`src/rtl/parity_codec_pkg.sv`:
```
// Shared constants for the parity codec: parity convention and coded-word layout.
package parity_codec_pkg;

    // Even parity: the parity bit makes the total number of ones even.
    localparam bit          PARITY_EVEN  = 1'b1;
    localparam logic        PARITY_INIT  = PARITY_EVEN ? 1'b0 : 1'b1;

    // Coded word is {payload, parity}: parity at bit 0, payload above it.
    localparam int unsigned PARITY_POS   = 0;
    localparam int unsigned PAYLOAD_LSB  = 1;

endpackage

```
`src/rtl/parity_codec_if.sv`:
```
// Bus bundle for the parity codec: encode path, check path and error status.
interface parity_codec_if #(
    parameter int unsigned DATA_WIDTH  = 32,
    parameter int unsigned COUNT_WIDTH = 16
);
    logic [DATA_WIDTH-1:0]  enc_data;
    logic                   enc_inject;
    logic [DATA_WIDTH:0]    enc_coded;
    logic                   chk_valid;
    logic [DATA_WIDTH:0]    chk_coded;
    logic [DATA_WIDTH-1:0]  chk_data;
    logic                   chk_error;
    logic                   clear;
    logic                   err_sticky;
    logic [COUNT_WIDTH-1:0] err_count;

    modport master (
        output enc_data, enc_inject, chk_valid, chk_coded, clear,
        input  enc_coded, chk_data, chk_error, err_sticky, err_count
    );

    modport slave (
        input  enc_data, enc_inject, chk_valid, chk_coded, clear,
        output enc_coded, chk_data, chk_error, err_sticky, err_count
    );
endinterface

```
`src/rtl/parity_codec_tree.sv`:
```
// XOR-reduction of a vector; shared by the encode and check paths.
module parity_tree #(
    parameter int unsigned WIDTH = 1
) (
    input  logic [WIDTH-1:0] i_vec,
    output logic             o_parity
);

    assign o_parity = ^i_vec;

endmodule

```
`src/rtl/parity_codec.sv`:
```
// Single-bit parity encoder/checker with sticky error flag and saturating error counter.
module parity_codec
    import parity_codec_pkg::*;
#(
    parameter int unsigned DATA_WIDTH  = 32,
    parameter int unsigned COUNT_WIDTH = 16
) (
    input  logic           clk,
    input  logic           reset,
    parity_codec_if.slave  bus
);

    localparam int unsigned            CODED_WIDTH = DATA_WIDTH + 1;
    localparam logic [COUNT_WIDTH-1:0] COUNT_MAX   = '1;

    logic                   w_enc_tree;
    logic                   w_chk_tree;
    logic                   w_enc_parity;
    logic                   w_chk_error;
    logic                   r_err_sticky;
    logic                   w_next_sticky;
    logic [COUNT_WIDTH-1:0] r_err_count;
    logic [COUNT_WIDTH-1:0] w_count_base;
    logic [COUNT_WIDTH-1:0] w_next_count;

    parity_tree #(.WIDTH(DATA_WIDTH)) u_enc_tree (
        .i_vec    (bus.enc_data),
        .o_parity (w_enc_tree)
    );

    parity_tree #(.WIDTH(CODED_WIDTH)) u_chk_tree (
        .i_vec    (bus.chk_coded),
        .o_parity (w_chk_tree)
    );

    // Encode path: fault injection simply inverts the generated parity bit.
    assign w_enc_parity  = w_enc_tree ^ PARITY_INIT ^ bus.enc_inject;
    assign bus.enc_coded = {bus.enc_data, w_enc_parity};

    // Check path: a clean word XORs to the parity convention's initial value.
    assign bus.chk_data  = bus.chk_coded[DATA_WIDTH:PAYLOAD_LSB];
    assign w_chk_error   = (w_chk_tree ^ PARITY_INIT) & bus.chk_valid;
    assign bus.chk_error = w_chk_error;

    // Clear wipes the old status first, then this cycle's error still lands.
    always_comb begin
        w_count_base  = bus.clear ? '0 : r_err_count;
        w_next_count  = w_count_base;
        w_next_sticky = r_err_sticky & ~bus.clear;
        if (w_chk_error) begin
            w_next_sticky = 1'b1;
            if (w_count_base != COUNT_MAX) begin
                w_next_count = w_count_base + COUNT_WIDTH'(1);
            end
        end
    end

    always_ff @(posedge clk or posedge reset) begin
        if (reset) begin
            r_err_sticky <= 1'b0;
            r_err_count  <= '0;
        end else begin
            r_err_sticky <= w_next_sticky;
            r_err_count  <= w_next_count;
        end
    end

    assign bus.err_sticky = r_err_sticky;
    assign bus.err_count  = r_err_count;

endmodule

```
`src/flat_wrapper.sv`:
```
// flat-port wrapper written by rule: the top's interface ports become plain ports
module parity_codec_flat import parity_codec_pkg::*;
#(
    parameter int unsigned DATA_WIDTH  = 32,
    parameter int unsigned COUNT_WIDTH = 16
)
  (clk, reset, bus_enc_data, bus_enc_inject, bus_chk_valid, bus_chk_coded, bus_clear, bus_enc_coded, bus_chk_data, bus_chk_error, bus_err_sticky, bus_err_count);
  parity_codec_if #(.DATA_WIDTH(DATA_WIDTH), .COUNT_WIDTH(COUNT_WIDTH)) bus_i ();
  input  logic clk;
  input  logic reset;
  input wire logic [$bits(bus_i.enc_data)-1:0] bus_enc_data;
  input wire logic [$bits(bus_i.enc_inject)-1:0] bus_enc_inject;
  input wire logic [$bits(bus_i.chk_valid)-1:0] bus_chk_valid;
  input wire logic [$bits(bus_i.chk_coded)-1:0] bus_chk_coded;
  input wire logic [$bits(bus_i.clear)-1:0] bus_clear;
  output wire logic [$bits(bus_i.enc_coded)-1:0] bus_enc_coded;
  output wire logic [$bits(bus_i.chk_data)-1:0] bus_chk_data;
  output wire logic [$bits(bus_i.chk_error)-1:0] bus_chk_error;
  output wire logic [$bits(bus_i.err_sticky)-1:0] bus_err_sticky;
  output wire logic [$bits(bus_i.err_count)-1:0] bus_err_count;
  assign bus_i.enc_data = bus_enc_data;
  assign bus_i.enc_inject = bus_enc_inject;
  assign bus_i.chk_valid = bus_chk_valid;
  assign bus_i.chk_coded = bus_chk_coded;
  assign bus_i.clear = bus_clear;
  assign bus_enc_coded = bus_i.enc_coded;
  assign bus_chk_data = bus_i.chk_data;
  assign bus_chk_error = bus_i.chk_error;
  assign bus_err_sticky = bus_i.err_sticky;
  assign bus_err_count = bus_i.err_count;
  parity_codec #(.DATA_WIDTH(DATA_WIDTH), .COUNT_WIDTH(COUNT_WIDTH)) u_core (.clk(clk), .reset(reset), .bus(bus_i));
endmodule
```
`config.mk`:
```
export PLATFORM = sky130hd
export DESIGN_NAME = parity_codec_flat
export DESIGN_NICKNAME = d
export VERILOG_FILES = /design/src/rtl/parity_codec_pkg.sv /design/src/rtl/parity_codec_if.sv /design/src/rtl/parity_codec_tree.sv /design/src/rtl/parity_codec.sv /design/src/flat_wrapper.sv
export SDC_FILE = /design/constraint.sdc
export NUM_CORES = 1
export LEC_CHECK = 0
export ABC_AREA = 1
export BUFFER_PORTS_ARGS = -buffer_cell sky130_fd_sc_hd__buf_2
export CAP_MARGIN = 15
export CELL_PAD_IN_SITES_DETAIL_PLACEMENT = 0
export CELL_PAD_IN_SITES_GLOBAL_PLACEMENT = 1
export CORE_MARGIN = 10
export CORE_UTILIZATION = 30
export DETAILED_ROUTE_END_ITERATION = 8
export PLACE_DENSITY_LB_ADDON = 0.1
export SYNTH_ARGS = -nofsm -noshare
export SYNTH_HDL_FRONTEND = slang
export SYNTH_SLANG_ARGS = --single-unit
```
`constraint.sdc`:
```
create_clock -name clk -period 2.3 [get_ports clk]
set_input_delay 0.46 -clock clk [delete_from_list [all_inputs] [get_ports clk]]
set_output_delay 0.46 -clock clk [all_outputs]
set_load 0.1 [all_outputs]
```
-- Yosys cells after proc, flatten, opt, wreduce, memory -nomap -nowiden
Cells that the tools add are included.
- add/sub/neg operators: 1
- equal/unequal tests: 1
- multiplexer cells: 4
- bitwise gates (word level): 4
- reductions and logical operators: 2
- operators by type and width (kind ; count):
    16-bit 2-to-1 mux ; 3
    33-bit XOR reduction ; 1
    32-bit XOR reduction ; 1
    16-bit by 1-bit adder with 16-bit output, second input constant ; 1
    16-bit != test, second input constant ; 1
    1-bit bitwise AND ; 2
    1-bit 2-to-1 mux ; 1
    1-bit inverter ; 1
    1-bit bitwise XOR ; 1
- flip-flop bits (word level): 17
- output and inout port bits: 83
- word-level logic and storage cells: 14

-- Depth between registers and ports, before layout
- depth after elaboration: 4
- mapped depth: 16

-- Cells and area by module
From an unflattened synthesis, not the netlist that was laid out.
- cells, all modules: 689
- area, all modules: 3394.5 um^2
- by module, submodules not included (module ; times used ; cells an instance ; area an instance (um^2)):
    parity_codec ; 1 ; 252 ; 1715.4
    parity_tree (u_core.u_chk_tree) ; 1 ; 222 ; 853.3
    parity_tree (u_core.u_enc_tree) ; 1 ; 215 ; 825.8

-- Worst setup path after synthesis
OpenSTA, ideal clock, no wires.
- path kind: input -> output
- start point: input port bus_chk_coded[26]
- end point: output port bus_chk_error
- arrival time: 2.031 ns
- data required time: 1.840 ns
- slack: -0.191 ns
- stages: 14
- cell sequence: inv_1 -> nand2_1 -> nand2_1 -> nand2_1 -> nand3_1 -> nand2_1 -> nand2_1 -> nand2_1 -> nand2_2 -> nand2_2 -> nand2_4 -> nand3_4 -> buf_6 -> inv_1
- cells in the longest elaborated chain, start to end: 2
- ends and longest elaborated chain (what ; line ; text):
    start, declared ; flat_wrapper.sv:14 ; input wire logic [$bits(bus_i.chk_coded)-1:0] bus_chk_coded;
    33-bit XOR reduction ; parity_codec_tree.sv:9 ; assign o_parity = ^i_vec;
    1-bit bitwise AND ; parity_codec.sv:42 ; assign w_chk_error = (w_chk_tree ^ PARITY_INIT) & bus.chk_valid;
    end, declared ; flat_wrapper.sv:18 ; output wire logic [$bits(bus_i.chk_error)-1:0] bus_chk_error;
No other way between the ends.

-- Final worst setup path
- start point: input port bus_chk_coded[29]
- end point: output port bus_chk_error
Same word-level chain as after synthesis.

==> impl_metrics.py <==
metrics = {
    "clock_tree": {
        "clkLatencyLatePin_ns": 0.26,
        "clock_path_buffers": 2,
        "numCtsBuffers": 3,
        "path_clk_slew_ns": 0.08,
        "cts_tree": "done",
        "cts-root-buf": "clkbuf_8",
        "cts.sink_count": 17,
        "h-tree-depth": 1,
        "post_cts_buffers": 0,
    },
    "final_layout": {
        "drive_gt1_frac": 0.417,
        "fin_nets": 665,
        "fin_area_sq_um": 3920,
        "final_cell_mix": "184 x nand2_1, 139 x buf_2, 52 x inv_1",
        "diodes": 0,
        "final_common_cell": "nand2_1",
        "syn_to_final_growth_pct": 32.6,
    },
    "floorplan": {
        "fp.coreArea_sq_um": 9680,
        "num_rows": 36,
        "io_pins": 153,
        "initial_core_util": 0.305,
        "dieArea_sq_um": 14200,
        "die_h_um": 119,
        "die_w_um": 119,
    },
    "placed_design": {
        "routabilityCongestion": 0.864,
        "place_hpwl_um": 7230,
        "placed_cell_area_sq_um": 3460,
        "io_buffers": 152,
        "place_ws_ns": 0.0389,
    },
    "sta": {
        "fin_crit_sh": 0.956,
        "final_hold_viol_count": 0,
        "drv_slew": 0,
        "max_freq_ghz": 0.455,
        "setup_violations": 0,
        "worst_slew_pin_slew_ns": 0.708,
        "fin_crit_ns": 2.20,
        "finClkSkew_ns": 0.00800,
        "relSlewSlack": 0.527,
        "fin_ws_ns": 0.101,
        "holdWs_ns": 0.299,
        "setup_tns_ns": 0,
    },
    "setup_path": {
        "path_class": "in2out",
        "endpoint_kind": "primary output",
        "crit_required_ns": 1.84,
        "crit_arrival_ns": 1.74,
        "crit_fanout": 4,
        "start_kind": "primary input",
    },
    "power": {
        "p_per_area_nw_per_um2": 550,
        "leakagePower_uw": 0.00228,
        "power_frac_seq": 0.151,
        "power.share.clock": 0.112,
        "switching_share": 0.600,
        "p_comb_frac": 0.738,
        "power_uw": 2150,
        "internal_power_uw": 862,
        "irDropWorstVdd_v": 0.000386,
        "switchingPower_uw": 1290,
    },
    "yosys": {
        "synth_cell_types": 25,
        "synth-seq-cells": 17,
        "netlist_instances": 499,
        "postSynthAreaPerCell_sq_um": 5.93,
        "ys_seq_area_frac": 0.144,
        "yosysWarnings": 0,
        "netlist_area_sq_um": 2960,
        "syn_nets": 570,
    },
    "detailed_routing": {
        "dr_total_vias": 3108,
        "via_per_inst": 4.28,
        "wl_per_cell_um": 12.0,
        "firstDrtPassIters": 4,
        "drc": 0,
        "drtIter0Drc": 106,
        "antenna_left": 0,
        "routed_wl_um": 8750,
    },
    "grt": {
        "grt_max_degree": 18,
        "antenna_found_initial": 0,
        "grt_util_met2": 0.209,
        "grt_pass1_vias": 3241,
        "grt_use_met3": 0.0288,
        "gr-max-usage-layer": "met2",
        "grtUsageTotal": 0.115,
        "grt_pass1_wl_um": 14300,
        "met1_usage": 0.133,
        "overflow": 0,
    },
    "min_path": {
        "hp-class": "in2async",
    },
    "status": {
        "run_status": "complete, no violations",
    },
    "run": {
        "drv_cap": 0,
    },
}
-- critical path: stages --
cell	delay, ns
buf_4	0.13
inv_2	0.06
nand2_2	0.05
nand2_2	0.07
nand2_2	0.06
nand2_1	0.05
nand2_1	0.07
nand2_1	0.08
nand2_2	0.08
nand2_2	0.09
nand2_4	0.07
nand2_4	0.07
nand2_4	0.05
nand3_4	0.08
clkinvlp_4	0.10
buf_12	0.17
-- power by group through the flow --
stage | clock (uW) | sequential, uW | combinational (uW)
5_1_grt | 265 | 326 | 1710
6_report | 241 | 325 | 1590
2_1_floorplan | 0 | 455 | 1110
3_5_place_dp | 0 | 331 | 1480
3_3_place_gp | 0 | 331 | 1480
4_1_cts | 249 | 325 | 1480
-- timing repair --
item                       4_1_cts  5_1_grt
resized for setup                0       75
hold buffers                     0        0
setup endpoints to repair        0        2
-- layer usage --
layer	vias up	routed length (um)
met3	4	590
met2	103	4440
met5	-	0
li1	1638	-
met4	0	57
met1	1363	3660
-- cell type report --
class	instances	area [sq um]
Clock buffer	4	45.0
Tap cell	133	166
Timing Repair Buffer	162	901
Multi-Input combinational cell	345	2130
Fill cell	1037	5760
Inverter	65	248
Sequential cell	17	428
-- worst paths after layout --
| kind | start | to | slack, ns | depth (start not counted) |
|---|---|---|---|---|
| min in group clk | u_core.bus.err_sticky$_DFF_PP0_ | u_core.bus.err_sticky$_DFF_PP0_ | 0.49 | 2 |
| worst max-delay path | bus_chk_coded[29] | bus_chk_error | 0.10 | 16 |
| worst max register to register | u_core.bus.err_count[0]$_DFF_PP0_ | u_core.bus.err_count[0]$_DFF_PP0_ | 0.44 | 11 |
| worst min register to register | u_core.bus.err_sticky$_DFF_PP0_ | u_core.bus.err_sticky$_DFF_PP0_ | 0.49 | 2 |
| max in group asynchronous | reset | u_core.bus.err_count[1]$_DFF_PP0_ | 1.51 | 2 |
| worst min-delay path | reset | u_core.bus.err_count[2]$_DFF_PP0_ | 0.30 | 2 |
-- synthesized netlist by cell type --
library cell,n,area [sq um]
buf_4,65,488
buf_2,3,15.0
nand3_2,1,10.0
ha_1,1,12.5
and3_1,1,6.26
xor2_1,17,149
nand2_1,202,758
nor2_2,8,50.1
inv_2,8,30.0
clkbuf_1,2,7.51
nand3b_1,3,22.5
xnor2_1,32,280
nand4_1,20,125
nor3_4,1,16.3
inv_1,57,214
nor3_1,4,20.0
or2_0,2,12.5
dfrtp_1,17,425
nor2_1,19,71.3
o21ai_0,6,30.0
nand3_4,3,52.6
buf_6,2,22.5
nand2_2,6,37.5
nand3_1,18,90.1
nand2_4,1,11.3
-- logic make-up (layout without fill, tap and decap cells) --
kind of cell | after synthesis | in the layout | share of synthesized area
compound gates | 6 | 6 | 0.0102
buf+inv | 137 | 231 | 0.263
simple gates | 289 | 289 | 0.434
flops | 17 | 17 | 0.144
xor+xnor | 49 | 49 | 0.145
fa+ha+maj | 1 | 1 | 0.00423
-- stage by stage --
step / instances / utilization
after detailed placement: 722 / 0.358
after CTS: 726 / 0.362
after global routing: 726 / 0.405
final: 726 / 0.405
after floorplan: 499 / -
after global placement: 722 / 0.358
-- sequential cells by signal, indices dropped and copies added (netlist names) --
| signal | flops |
|---|---|
| u_core.bus.err_count | 16 |
| u_core.bus.err_sticky | 1 |
No activity file was read; power rests on OpenSTA's default activity.
